==> config.mk <==
export PLATFORM = sky130hd
export DESIGN_NAME = spi_ram_master
export DESIGN_NICKNAME = d
export VERILOG_FILES = /design/src/rtl/spi_ram_pkg.sv /design/src/rtl/spi_ram_master_clk_gen.sv /design/src/rtl/spi_ram_master.sv
export SDC_FILE = /design/constraint.sdc
export NUM_CORES = 1
export LEC_CHECK = 0
export CAP_MARGIN = 20
export CORE_UTILIZATION = 50
export CTS_BUF_LIST = sky130_fd_sc_hd__clkbuf_4 sky130_fd_sc_hd__clkbuf_8
export DETAILED_ROUTE_END_ITERATION = 8
export GPL_ROUTABILITY_DRIVEN = 0
export PLACE_DENSITY_LB_ADDON = 0.25
export SLEW_MARGIN = 20
export SYNTH_ARGS = -nofsm -noshare
export SYNTH_HDL_FRONTEND = slang
export SYNTH_HIERARCHICAL = 1
export SYNTH_SLANG_ARGS = --single-unit
export TNS_END_PERCENT = 5
==> constraint.sdc <==
create_clock -name clk -period 4 [get_ports clk]
set_input_delay 0.8 -clock clk [delete_from_list [all_inputs] [get_ports clk]]
set_output_delay 0.8 -clock clk [all_outputs]
set_load 0.01 [all_outputs]
==> src/rtl/spi_ram_pkg.sv <==
// Shared constants and state/phase encodings for the SPI RAM-access initiator.
package spi_ram_pkg;

  localparam logic [7:0] CMD_WRITE = 8'h00;
  localparam logic [7:0] CMD_READ  = 8'h01;

  typedef enum logic [2:0] {
    ST_IDLE     = 3'd0,
    ST_CS_SETUP = 3'd1,
    ST_LOAD     = 3'd2,
    ST_SHIFT    = 3'd3,
    ST_CS_HOLD  = 3'd4,
    ST_CS_GAP   = 3'd5
  } state_e;

  typedef enum logic [1:0] {
    PH_CMD   = 2'd0,
    PH_ADDR  = 2'd1,
    PH_DUMMY = 2'd2,
    PH_DATA  = 2'd3
  } phase_e;

endpackage

==> src/rtl/spi_ram_master_clk_gen.sv <==
// SCLK divider: toggles SCLK every c_clk_div cycles while enabled and flags
// the cycle in which each rising/falling edge is about to happen.
module spi_clk_gen
  import spi_ram_pkg::*;
#(
  parameter int c_clk_div = 4
) (
  input  logic clk,
  input  logic reset,
  input  logic en,
  input  logic clr,
  output logic sclk,
  output logic rise,
  output logic fall
);

  localparam int CW = $clog2(c_clk_div + 1);

  logic [CW-1:0] cnt_r;
  logic          sclk_r;
  logic          wrap_s;

  // Edge strobes lead the SCLK register by one cycle so callers act on the edge itself.
  always_comb begin
    wrap_s = en && (cnt_r == CW'(c_clk_div - 1));
    rise   = wrap_s && !sclk_r;
    fall   = wrap_s && sclk_r;
  end

  // Half-period counter and SCLK level; clr parks SCLK low between bytes.
  always_ff @(posedge clk or posedge reset) begin
    if (reset) begin
      cnt_r  <= {CW{1'b0}};
      sclk_r <= 1'b0;
    end else if (clr) begin
      cnt_r  <= {CW{1'b0}};
      sclk_r <= 1'b0;
    end else if (wrap_s) begin
      cnt_r  <= {CW{1'b0}};
      sclk_r <= ~sclk_r;
    end else if (en) begin
      cnt_r  <= cnt_r + CW'(1);
    end else begin
      cnt_r  <= cnt_r;
    end
  end

  assign sclk = sclk_r;

endmodule

==> src/rtl/spi_ram_master.sv <==
// SPI mode-0 initiator for the cmd/address/dummy/data RAM-access protocol,
// bridging a byte-stream request interface to the four SPI pins.
module spi_ram_master
  import spi_ram_pkg::*;
#(
  parameter int c_addr_bits = 32,
  parameter int c_len_bits  = 16,
  parameter int c_clk_div   = 4
) (
  input  logic                   clk,
  input  logic                   reset,
  input  logic                   start,
  input  logic                   rd,
  input  logic [c_addr_bits-1:0] addr,
  input  logic [c_len_bits-1:0]  len,
  input  logic [7:0]             tx_data,
  input  logic                   tx_valid,
  output logic                   tx_ready,
  output logic [7:0]             rx_data,
  output logic                   rx_valid,
  output logic                   busy,
  output logic                   done,
  output logic                   spi_csn,
  output logic                   spi_sclk,
  output logic                   spi_mosi,
  input  logic                   spi_miso
);

  localparam int TW           = $clog2(c_clk_div + 1);
  localparam int C_ADDR_BYTES = c_addr_bits / 8;
  localparam logic [c_len_bits-1:0] LEN_ZERO = {c_len_bits{1'b0}};
  localparam logic [c_len_bits-1:0] LEN_ONE  = c_len_bits'(1);

  state_e                 state_r;
  phase_e                 phase_r;
  phase_e                 next_phase_s;
  logic                   end_s;
  logic                   rd_r;
  logic [c_addr_bits-1:0] addr_r;
  logic [7:0]             addr_left_r;
  logic [c_len_bits-1:0]  len_r;
  logic [TW-1:0]          tmr_r;
  logic [2:0]             bit_cnt_r;
  logic [7:0]             sh_tx_r;
  logic [6:0]             sh_rx_r;
  logic [7:0]             load_byte_s;
  logic                   wait_write_s;
  logic                   last_bit_s;
  logic                   tmr_end_s;
  logic                   rise_s;
  logic                   fall_s;
  logic                   busy_r;
  logic                   done_r;
  logic                   csn_r;
  logic                   mosi_r;
  logic                   rx_valid_r;
  logic [7:0]             rx_data_r;

  spi_clk_gen #(
    .c_clk_div(c_clk_div)
  ) u_clk_gen (
    .clk   (clk),
    .reset (reset),
    .en    (state_r == ST_SHIFT),
    .clr   (state_r != ST_SHIFT),
    .sclk  (spi_sclk),
    .rise  (rise_s),
    .fall  (fall_s)
  );

  // Byte to put on the wire for the current phase.
  always_comb begin
    load_byte_s = 8'h00;
    case (phase_r)
      PH_CMD:   load_byte_s = rd_r ? CMD_READ : CMD_WRITE;
      PH_ADDR:  load_byte_s = addr_r[c_addr_bits-1 -: 8];
      PH_DUMMY: load_byte_s = 8'h00;
      PH_DATA:  load_byte_s = rd_r ? 8'h00 : tx_data;
      default:  load_byte_s = 8'h00;
    endcase
  end

  // Phase sequencing decided at the end of each byte.
  always_comb begin
    next_phase_s = phase_r;
    end_s        = 1'b0;
    case (phase_r)
      PH_CMD: next_phase_s = PH_ADDR;
      PH_ADDR: begin
        if (addr_left_r != 8'd0) next_phase_s = PH_ADDR;
        else if (rd_r)           next_phase_s = PH_DUMMY;
        else if (len_r == LEN_ZERO) end_s     = 1'b1;
        else                     next_phase_s = PH_DATA;
      end
      PH_DUMMY: begin
        if (len_r == LEN_ZERO) end_s        = 1'b1;
        else                   next_phase_s = PH_DATA;
      end
      PH_DATA: begin
        if (len_r == LEN_ONE) end_s        = 1'b1;
        else                  next_phase_s = PH_DATA;
      end
      default: end_s = 1'b1;
    endcase
  end

  assign wait_write_s = (phase_r == PH_DATA) && !rd_r;
  assign last_bit_s   = (bit_cnt_r == 3'd7);
  assign tmr_end_s    = (tmr_r == TW'(c_clk_div - 1));

  // Transaction FSM, shift registers, counters and registered pin/handshake outputs.
  always_ff @(posedge clk or posedge reset) begin
    if (reset) begin
      state_r     <= ST_IDLE;
      phase_r     <= PH_CMD;
      rd_r        <= 1'b0;
      addr_r      <= {c_addr_bits{1'b0}};
      addr_left_r <= 8'd0;
      len_r       <= LEN_ZERO;
      tmr_r       <= {TW{1'b0}};
      bit_cnt_r   <= 3'd0;
      sh_tx_r     <= 8'h00;
      sh_rx_r     <= 7'h00;
      busy_r      <= 1'b0;
      done_r      <= 1'b0;
      csn_r       <= 1'b1;
      mosi_r      <= 1'b0;
      rx_valid_r  <= 1'b0;
      rx_data_r   <= 8'h00;
    end else begin
      done_r     <= 1'b0;
      rx_valid_r <= 1'b0;
      case (state_r)
        ST_IDLE: begin
          if (start) begin
            state_r     <= ST_CS_SETUP;
            phase_r     <= PH_CMD;
            rd_r        <= rd;
            addr_r      <= addr;
            len_r       <= len;
            addr_left_r <= 8'(C_ADDR_BYTES - 1);
            tmr_r       <= {TW{1'b0}};
            busy_r      <= 1'b1;
            csn_r       <= 1'b0;
            mosi_r      <= 1'b0;
          end
        end
        ST_CS_SETUP: begin
          if (tmr_end_s) begin
            tmr_r   <= {TW{1'b0}};
            state_r <= ST_LOAD;
          end else begin
            tmr_r <= tmr_r + TW'(1);
          end
        end
        ST_LOAD: begin
          // Write data stalls here with SCLK low and CSN asserted until the source is ready.
          if (!wait_write_s || tx_valid) begin
            mosi_r    <= load_byte_s[7];
            sh_tx_r   <= {load_byte_s[6:0], 1'b0};
            bit_cnt_r <= 3'd0;
            state_r   <= ST_SHIFT;
            if (phase_r == PH_ADDR) addr_r <= addr_r << 8;
          end
        end
        ST_SHIFT: begin
          if (rise_s) begin
            sh_rx_r <= {sh_rx_r[5:0], spi_miso};
            if (last_bit_s && rd_r && (phase_r == PH_DATA)) begin
              rx_data_r  <= {sh_rx_r, spi_miso};
              rx_valid_r <= 1'b1;
            end
          end
          if (fall_s) begin
            mosi_r    <= sh_tx_r[7];
            sh_tx_r   <= {sh_tx_r[6:0], 1'b0};
            bit_cnt_r <= bit_cnt_r + 3'd1;
            if (last_bit_s) begin
              phase_r <= next_phase_s;
              tmr_r   <= {TW{1'b0}};
              state_r <= end_s ? ST_CS_HOLD : ST_LOAD;
              if (phase_r == PH_ADDR) addr_left_r <= addr_left_r - 8'd1;
              if (phase_r == PH_DATA) len_r <= len_r - LEN_ONE;
            end
          end
        end
        ST_CS_HOLD: begin
          if (tmr_end_s) begin
            tmr_r   <= {TW{1'b0}};
            csn_r   <= 1'b1;
            state_r <= ST_CS_GAP;
          end else begin
            tmr_r <= tmr_r + TW'(1);
          end
        end
        ST_CS_GAP: begin
          if (tmr_end_s) begin
            tmr_r   <= {TW{1'b0}};
            busy_r  <= 1'b0;
            done_r  <= 1'b1;
            state_r <= ST_IDLE;
          end else begin
            tmr_r <= tmr_r + TW'(1);
          end
        end
        default: begin
          state_r <= ST_IDLE;
          busy_r  <= 1'b0;
          csn_r   <= 1'b1;
        end
      endcase
    end
  end

  assign tx_ready = (state_r == ST_LOAD) && wait_write_s;
  assign rx_data  = rx_data_r;
  assign rx_valid = rx_valid_r;
  assign busy     = busy_r;
  assign done     = done_r;
  assign spi_csn  = csn_r;
  assign spi_mosi = mosi_r;

endmodule

* Yosys cells after proc, flatten, opt, wreduce, memory -nomap -nowiden
Index checks and enable logic that the tools add are counted.
Storage, ports and cells: bits of input ports 62, word-level logic and storage cells 158, flip-flop bits (word level) 100, output and inout port bits 15
Cells by class: equality and inequality tests 24, muxes and demuxes 70, reduce and logical (&&, ||, !) cells 38, add/sub/neg operators 5, bitwise operators 3
Operators with widths (number):
- $mux 32 | 3
- $mux 16 | 4
- $pmux 32 s2 | 1
- $mux 8 | 7
- $mux 3 | 17
- $pmux 16 s2 | 1
- $pmux 8 s2 | 2
- $pmux 8 s4 | 1
- $ne 2x2->1 const B | 10
- $mux 1 | 18
- $pmux 3 s6 | 1
- $eq 16x1->1 const B | 1
- $logic_not 16->1 | 1
- $sub 16x1->16 const B | 1
- $reduce_and 5->1 | 3
- $mux 2 | 7
- $eq 3x2->1 const B | 4
- $pmux 1 s3 | 4
- $reduce_and 3->1 | 4
- $reduce_and 4->1 | 3
- $add 3x1->3 const B | 3
- $eq 3x3->1 const B | 3
- $pmux 3 s3 | 1
- $reduce_bool 3->1 | 3
- 21 further kinds | 37

* Depth between registers and ports, before layout
Gate-level depths: netlist of the first run.
depth after elaboration 9, depth in mapped cells 13, depth with buffers taken out 7

* By module
The synthesis of the first run kept the hierarchy.
Modules (own cells, without submodules):
- spi_ram_master | cells each 495, area an instance 4893.4 µm², instances 1, seq. area each 2378.5 µm²
- spi_clk_gen | cells each 20, area an instance 197.7 µm², instances 1, seq. area each 100.1 µm²

* Least setup slack after synthesis of the first run
OpenSTA, ideal clock, no wires.
path kind register -> register, start point register state_r[2], end point register len_r[4], data required time 3872 ps, setup time 128 ps, path slack 1283 ps, stages on the path, launching flop included 13, clock period less this slack 2717 ps, data arrival time 2589 ps, cells stage by stage dfrtp_1 and3b_1 buf_2 clkbuf_1 nand3b_1 nor2_1 and4b_1 clkbuf_1 a41o_1 buf_2 buf_2 nand2_1 o2bb2ai_1
On the way: longest elaborated chain between the ends 5, elaborated cells between the ends (all ways) 11, those cells by class eq/ne: 5; mux: 1; reduce/logical: 5
RTL lines:
- start: declaration | line spi_ram_master.sv:34 | state_e state_r;
- start signal: assignment | line spi_ram_master.sv:181 | state_r <= end_s ? ST_CS_HOLD : ST_LOAD;
- $eq 3x2->1 | line spi_ram_master.sv:64 | .en (state_r == ST_SHIFT),
- $logic_and 1x1->1 | line spi_ram_master_clk_gen.sv:25 | wrap_s = en && (cnt_r == CW'(c_clk_div - 1));
- $logic_and 1x1->1 | line spi_ram_master_clk_gen.sv:27 | fall = wrap_s && sclk_r;
- named net fall_s | line spi_ram_master.sv:51 | logic fall_s;
- $ne 2x2->1 (no line)
- $reduce_and 5->1 (no line)
- end signal: assignment | line spi_ram_master.sv:140 | len_r <= len;
- end signal: assignment | line spi_ram_master.sv:183 | if (phase_r == PH_DATA) len_r <= len_r - LEN_ONE;
- end: declaration | line spi_ram_master.sv:41 | logic [c_len_bits-1:0] len_r;
The timed path passes the listed nets, and every way through them passes these cells. A chain may end at the register's enable or synchronous reset.

* Worst setup path in the final report of the first run
start point register state_r[1], end point output tx_ready
On the way: longest elaborated chain between the ends 2
RTL lines:
- $eq 3x2->1 | line spi_ram_master.sv:215 | assign tx_ready = (state_r == ST_LOAD) && wait_write_s;
- $logic_and 1x1->1 | line spi_ram_master.sv:215
- end: declaration | line spi_ram_master.sv:18 | output logic tx_ready,
No other way between the ends.

==> out/metrics.cfg, run 1 <==
[timing]
worst_pin_slew_ns=0.7472
setup_violations=0
finalCriticalPeriod_ns=3.126
finalMaxSlewViolations=0
setup_ws_ns=0.8740
slew_headroom=0.4973
fin_crit_sh=0.7815
skew_ns=0.007823
hold_violations=0
clock.fmax_ghz=0.3199
finalSetupTns_ns=0
rsz0062_at_grt=false
holdWs_ns=0.4785

[finish]
layout.cells.non_filler=714
fillerInstances=852
fin_area_mm2=0.006157
fin_nets=646
syn_to_final_growth_pct=20.94
drive_gt1_frac=0.1084
diodes=0

[floorplanning]
design.core.area_mm2=0.009819
ios=77
initial_utilization=0.5185
die_area_mm2=0.01059
rows=36
die_height_um=102.9
die_w_um=102.9

[yosys]
synth-seq-cells=99
yosysTopAreaCell=dfrtp_1
ys_warn_count=6
syn_nets=585
async_flop_share=1.000
ys_top_cells_by_count=98 x dfrtp_1, 67 x nand2_1, 43 x o21ai_0
synth.distinct_cells=72
yosys-top-cells-area=dfrtp_1 48%, mux2i_1 5.1%, nand2_1 4.9%, o21ai_0 4.2%, mux2_2 3.8%
synth_edf_count=0
synth_most_common_cell=dfrtp_1
netlist_area_mm2=0.005091
ys_seq_area_frac=0.4869
syn_avg_cell_area_um2=9.886
ys.flop_type=dfrtp_1
synthCells=515
synth_top_area_frac=0.4817

[hold_path]
hold_path.class=flip-flop to flip-flop

[global_route]
grt_pass1_vias=3887
overflow=0
antenna_found_initial=0
grt_usage=0.2258
grt_max_degree=57
grt_pass1_wl_um=18290

[setup_path]
r2r-start=state_r[0]
regToRegSetupSlack_ns=1.18
worstSetupPathType=flip-flop to output port
cp-startpoint=state_r[1]
r2r_cells=7
critPathLaunchType=flip-flop
worstPathArrival_ns=2.33
crit_required_ns=3.20
path_buf_inv=1
critPathMaxFanout=20
worst-path-stages=3
r2r-end=len_r[12]
crit_path_end_kind=output port
crit_path_end=tx_ready
crit_slowest_cell=dfrtp_1
worstPathCellList=nand2_1, nor3_1, clkdlybuf4s50_1
crit_family=flip-flops
cpPeakStageDelay_ns=0.71

[placed_design]
dp_hpwl_um=7834
dpl_cell_area_mm2=0.005954
numPortBuffers=76
place_inst=698
dp_slack_ns=0.9511

[routing]
drt-vias-per-instance=5.721
detail-route-antenna-nets=0
drt_iter0_drc=204
wirelength_um=10910
route.detailed.drc=0
drtPass1Iterations=4
num_vias=4085
wl_per_cell_um=15.28

[power_and_ir_drop]
p_int_mw=1.406
sw_frac_of_total=0.2278
combPwrFrac=0.075
clkPwrFrac=0.357
cellPowerDensity_mw_per_mm2=295.8
p_leak_nw=2.613
peakVddDrop_mv=0.3349
p_sw_mw=0.4150
pwr-share-seq=0.568

[clocking]
clock_latency_ns=0.37
tritoncts=done
clock_path_buffers=2
cts.clk_slew.worst_paths_ns=0.09
cts.htree.levels=3
cts_buffers=9
cts_resized=0
cts_root_buf=clkbuf_8
hold_buffers=0
post_cts_buffers=0
clock-sinks=99

[run_status]
status=completed

[run]
maxCapViolCount=0

[through the flow]
| stage | power [mW] | util |
|---|---|---|
| after CTS | 1.846 | 0.6270 |
| after global placement | 1.189 | 0.6064 |
| after floorplan | 1.109 | - |
| final | 1.821 | 0.6270 |
| after global routing | 1.902 | 0.6270 |
| after detailed placement | 1.193 | 0.6064 |
[worst min-delay path by stage]
stage              start        end  slack (ns)  cells past startpoint
3_3_place_gp   addr_r[1]  addr_r[1]        0.45                      2
3_5_place_dp   addr_r[4]  addr_r[4]        0.46                      2
5_1_grt        addr_r[2]  addr_r[2]        0.50                      2
6_report       addr_r[0]  addr_r[0]        0.48                      2
2_1_floorplan  addr_r[0]  addr_r[0]        0.44                      2
4_1_cts        addr_r[4]  addr_r[4]        0.48                      2
[worst register-to-register path, stage by stage, from the launching register on]
cell       delay (ns)
dfrtp_1          0.71
and3b_1          0.29
nand3b_1         0.14
nor2_1           0.29
and4b_1          0.27
a41o_1           0.61
o21ai_0          0.22
o2bb2ai_1        0.17
[cell families after synthesis]
family | synth area share
compound gates | 0.1821
fa+ha+maj | 0.01966
simple gates | 0.1789
buf+inv | 0.04202
mux | 0.08872
xor+xnor | 0.001721
flops | 0.4869
[power groups by stage]
stage	logic (mW)	clock network [mW]	registers, mW
after global placement	0.135	0	1.05
after global routing	0.152	0.712	1.04
after CTS	0.139	0.672	1.04
after floorplan	0.0596	0	1.05
final	0.137	0.649	1.03
after detailed placement	0.138	0	1.05
[layout by cell type (no fill, tap or decap), drive strengths merged, types with 4 or more instances in the layout]
cell type	netlist	routed
o22ai	4	4
mux2i	26	26
o21ai	43	43
a221o	6	6
nand2b	6	6
ha	8	8
a31oi	5	5
a22oi	7	7
inv	16	15
nand3	17	17
nand2	68	68
nor3	16	16
a22o	4	4
o2bb2ai	5	5
mux2	17	17
or3	5	5
buf	15	8
dfrtp	98	98
nor4	7	7
nor2	25	25
clkinv	0	5
clkbuf	19	10
a211oi	6	6
clkdlybuf4s50	0	76
or4	4	4
a21oi	26	26
[final cells by class]
class                           instances  area, um2  share of cell area
Inverter                               16      61.31            0.009957
Timing Repair Buffer                   84      833.3              0.1353
Tap cell                              133      166.4             0.02703
Clock inverter                          6      65.06             0.01057
Sequential cell                        99       2479              0.4026
Clock buffer                           10      137.6             0.02235
Multi-Input combinational cell        366       2415              0.3922
[sequential cells by signal, indices dropped and copies added, names as in the netlist]
| register | cells |
|---|---|
| phase_r | 2 |
| spi_mosi | 1 |
| addr_left_r | 8 |
| state_r | 3 |
| rx_valid | 1 |
| u_clk_gen/cnt_r | 3 |
| u_clk_gen/sclk | 1 |
| spi_csn | 1 |
| bit_cnt_r | 3 |
| done | 1 |
| sh_rx_r | 7 |
| rd_r | 1 |
| rx_data | 8 |
| busy | 1 |
| addr_r | 32 |
| tmr_r | 3 |
| sh_tx_r | 7 |
| len_r | 16 |
[per-layer routing]
| metal | share of wire | track usage |
|---|---|---|
| met5 | 0 | 0 |
| met3 | 0.044 | 0.06508 |
| met1 | 0.46 | 0.3061 |
| met4 | 0.0069 | 0.06067 |
| met2 | 0.49 | 0.3569 |
(Power assumes the default switching activity.)
==> inputs of run 2 (changes only) <==
==> constraint.sdc (replaced) <==
create_clock -name clk -period 2.6 [get_ports clk]
set_input_delay 0.52 -clock clk [delete_from_list [all_inputs] [get_ports clk]]
set_output_delay 0.52 -clock clk [all_outputs]
set_load 0.01 [all_outputs]
==> out/metrics.cfg, run 2 (synthesis results as in run 1) <==
[run_status]
status=completed  ; unchanged

[routing]
num_vias=4139  ; was 4085
drtPass1Iterations=5  ; was 4
drt-vias-per-instance=5.717  ; was 5.721
detail-route-antenna-nets=0  ; unchanged
drt_iter0_drc=184  ; was 204
route.detailed.drc=0  ; unchanged
wl_per_cell_um=15.75  ; was 15.28 um
wirelength_um=11400  ; was 10910 um

[global_route]
overflow=0  ; unchanged
grt_pass1_vias=4002  ; was 3887
grt_max_degree=83  ; was 57
grt_pass1_wl_um=19140  ; was 18290 um
grt_usage=0.2317  ; was 0.2258
antenna_found_initial=0  ; unchanged

[placed_design]
numPortBuffers=76  ; unchanged
place_inst=707  ; was 698
dp_hpwl_um=8088  ; was 7834 um
dp_slack_ns=0.1061  ; was 0.9511 ns

[setup_path]
crit_required_ns=2.90  ; was 3.20 ns
crit_family=simple AND/OR/NAND/NOR gates  ; was flip-flops
crit_path_end_kind=flip-flop  ; was output port
critPathMaxFanout=8  ; was 20
regToRegSetupSlack_ns=0.26  ; was 1.18 ns
crit_slowest_cell=or4_1  ; was dfrtp_1
path_buf_inv=0  ; was 1
worstPathCellList=and3b_1, nand3b_1, nor2_1, and4_1, o221ai_2, or4_1, a21oi_1  ; was nand2_1, nor3_1, clkdlybuf4s50_1
cpPeakStageDelay_ns=0.55  ; was 0.71 ns
worstSetupPathType=flip-flop to flip-flop  ; was flip-flop to output port
critPathLaunchType=flip-flop  ; unchanged
worstPathArrival_ns=2.64  ; was 2.33 ns

[hold_path]
hold_path.class=primary input to asynchronous set/reset pin  ; was flip-flop to flip-flop

[clocking]
cts_buffers=9  ; unchanged
post_cts_buffers=0  ; unchanged
cts_root_buf=clkbuf_8  ; unchanged
clock_path_buffers=2  ; unchanged
cts.htree.levels=3  ; unchanged
clock_latency_ns=0.38  ; was 0.37 ns
clock-sinks=99  ; unchanged
tritoncts=done  ; unchanged
cts.clk_slew.worst_paths_ns=0.10  ; was 0.09 ns

[power_and_ir_drop]
cellPowerDensity_mw_per_mm2=445.7  ; was 295.8 mW/mm2
combPwrFrac=0.076  ; was 0.075
sw_frac_of_total=0.2506  ; was 0.2278
p_leak_nw=2.683  ; was 2.613 nW
clkPwrFrac=0.352  ; was 0.357
p_int_mw=2.089  ; was 1.406 mW
peakVddDrop_mv=0.2176  ; was 0.3349 mV
p_total_mw=2.787  ; was 1.821 mW
pwr-share-seq=0.572  ; was 0.568
p_sw_mw=0.6984  ; was 0.4150 mW

[finish]
diodes=0  ; unchanged
largest_register_ffs=32  ; unchanged
top_regs=addr_r x32, len_r x16  ; unchanged
multi_input_area_mm2=0.002420  ; was 0.002415 mm2
final_common_cell=dfrtp_1  ; unchanged
drive_gt1_frac=0.1252  ; was 0.1084
fin_nets=656  ; was 646
regArea_mm2=0.002479  ; unchanged
layout.cells.non_filler=724  ; was 714
final_cell_mix=98 x dfrtp_1, 75 x clkdlybuf4s50_1, 67 x nand2_1, 43 x o21ai_0, 26 x mux2i_1  ; was 98 x dfrtp_1, 76 x clkdlybuf4s50_1, 67 x nand2_1, 43 x o21ai_0, 26 x mux2i_1
syn_to_final_growth_pct=22.83  ; was 20.94%
regMostFlops=addr_r  ; unchanged
fillerInstances=847  ; was 852

[timing]
worst_pin_slew_ns=0.5960  ; was 0.7472 ns
setup_ws_ns=0.2613  ; was 0.8740 ns
finalMaxSlewViolations=0  ; unchanged
clock.fmax_ghz=0.4276
slew_headroom=0.5996  ; was 0.4973
setup_violations=0  ; unchanged
fin_crit_sh=0.8995
finalCriticalPeriod_ns=2.339
skew_ns=0.009088  ; was 0.007823 ns
hold_violations=0  ; unchanged
holdWs_ns=0.4116  ; was 0.4785 ns
rsz0062_at_grt=false  ; unchanged

[floorplanning]
ios=77  ; unchanged
die_area_mm2=0.01059  ; unchanged
die_height_um=102.9  ; unchanged
initial_utilization=0.5185  ; unchanged
die_w_um=102.9  ; unchanged
rows=36  ; unchanged
design.core.area_mm2=0.009819  ; unchanged

[run]
maxCapViolCount=0  ; unchanged

-- run 2: worst paths after layout --
kind / start / endpoint / cells past startpoint
max reg2reg: state_r[2] / addr_left_r[6] / 7
max in group asynchronous: reset / addr_left_r[1] / 3
min in group clk: addr_r[7] / addr_r[7] / 2
max: state_r[2] / addr_left_r[6] / 7
min reg2reg: addr_r[7] / addr_r[7] / 2
min: reset / u_clk_gen/cnt_r[1] / 2
-- run 2: what timing repair did --
item / 4_1_cts / 5_1_grt
setup endpoints to repair: 1 / 1
hold buffers: 0 / 0
resized for setup: 1 / 1
-- run 2: stage by stage --
stage | utilization | TNS [ns] | instance area, um2
2_1_floorplan | - | -1.217 | 5095
3_3_place_gp | 0.6135 | 0 | 6025
3_5_place_dp | 0.6135 | 0 | 6025
4_1_cts | 0.6338 | 0 | 6223
5_1_grt | 0.6369 | 0 | 6254
6_report | 0.6369 | 0 | 6254
-- run 2: worst register-to-register path: stages (launching register included) --
cell      delay [ns]
dfrtp_1         0.39
and3b_1         0.28
nand3b_1        0.15
nor2_1          0.27
and4_1          0.28
o221ai_2        0.21
or4_1           0.55
a21oi_1         0.15
-- run 2: layer usage --
metal | vias to the layer above | global-route usage | part of all wire
met5 | - | 0 | 0
met4 | 0 | 0.09209 | 0.019
met3 | 18 | 0.03322 | 0.049
met2 | 124 | 0.3528 | 0.46
met1 | 1958 | 0.3350 | 0.48
li1 | 2039 | - | -
-- run 2: power by group through the flow --
| stage | sequential, mW | clock (mW) | combinational [mW] |
|---|---|---|---|
| floorplan | 1.61 | 0 | 0.0921 |
| global placement | 1.62 | 0 | 0.208 |
| detailed placement | 1.62 | 0 | 0.214 |
| CTS | 1.59 | 0.997 | 0.215 |
| global route | 1.60 | 1.05 | 0.235 |
| finish | 1.59 | 0.982 | 0.212 |
-- run 2: area by class of cell --
| type | count | area share |
|---|---|---|
| clock inverters | 6 | 0.009004 |
| repair buffers | 94 | 0.1489 |
| flip-flops and latches | 99 | 0.3964 |
| multi-input cells | 366 | 0.3870 |
| clock buffers | 10 | 0.02201 |
| well taps | 133 | 0.02661 |
| inverters | 16 | 0.01020 |
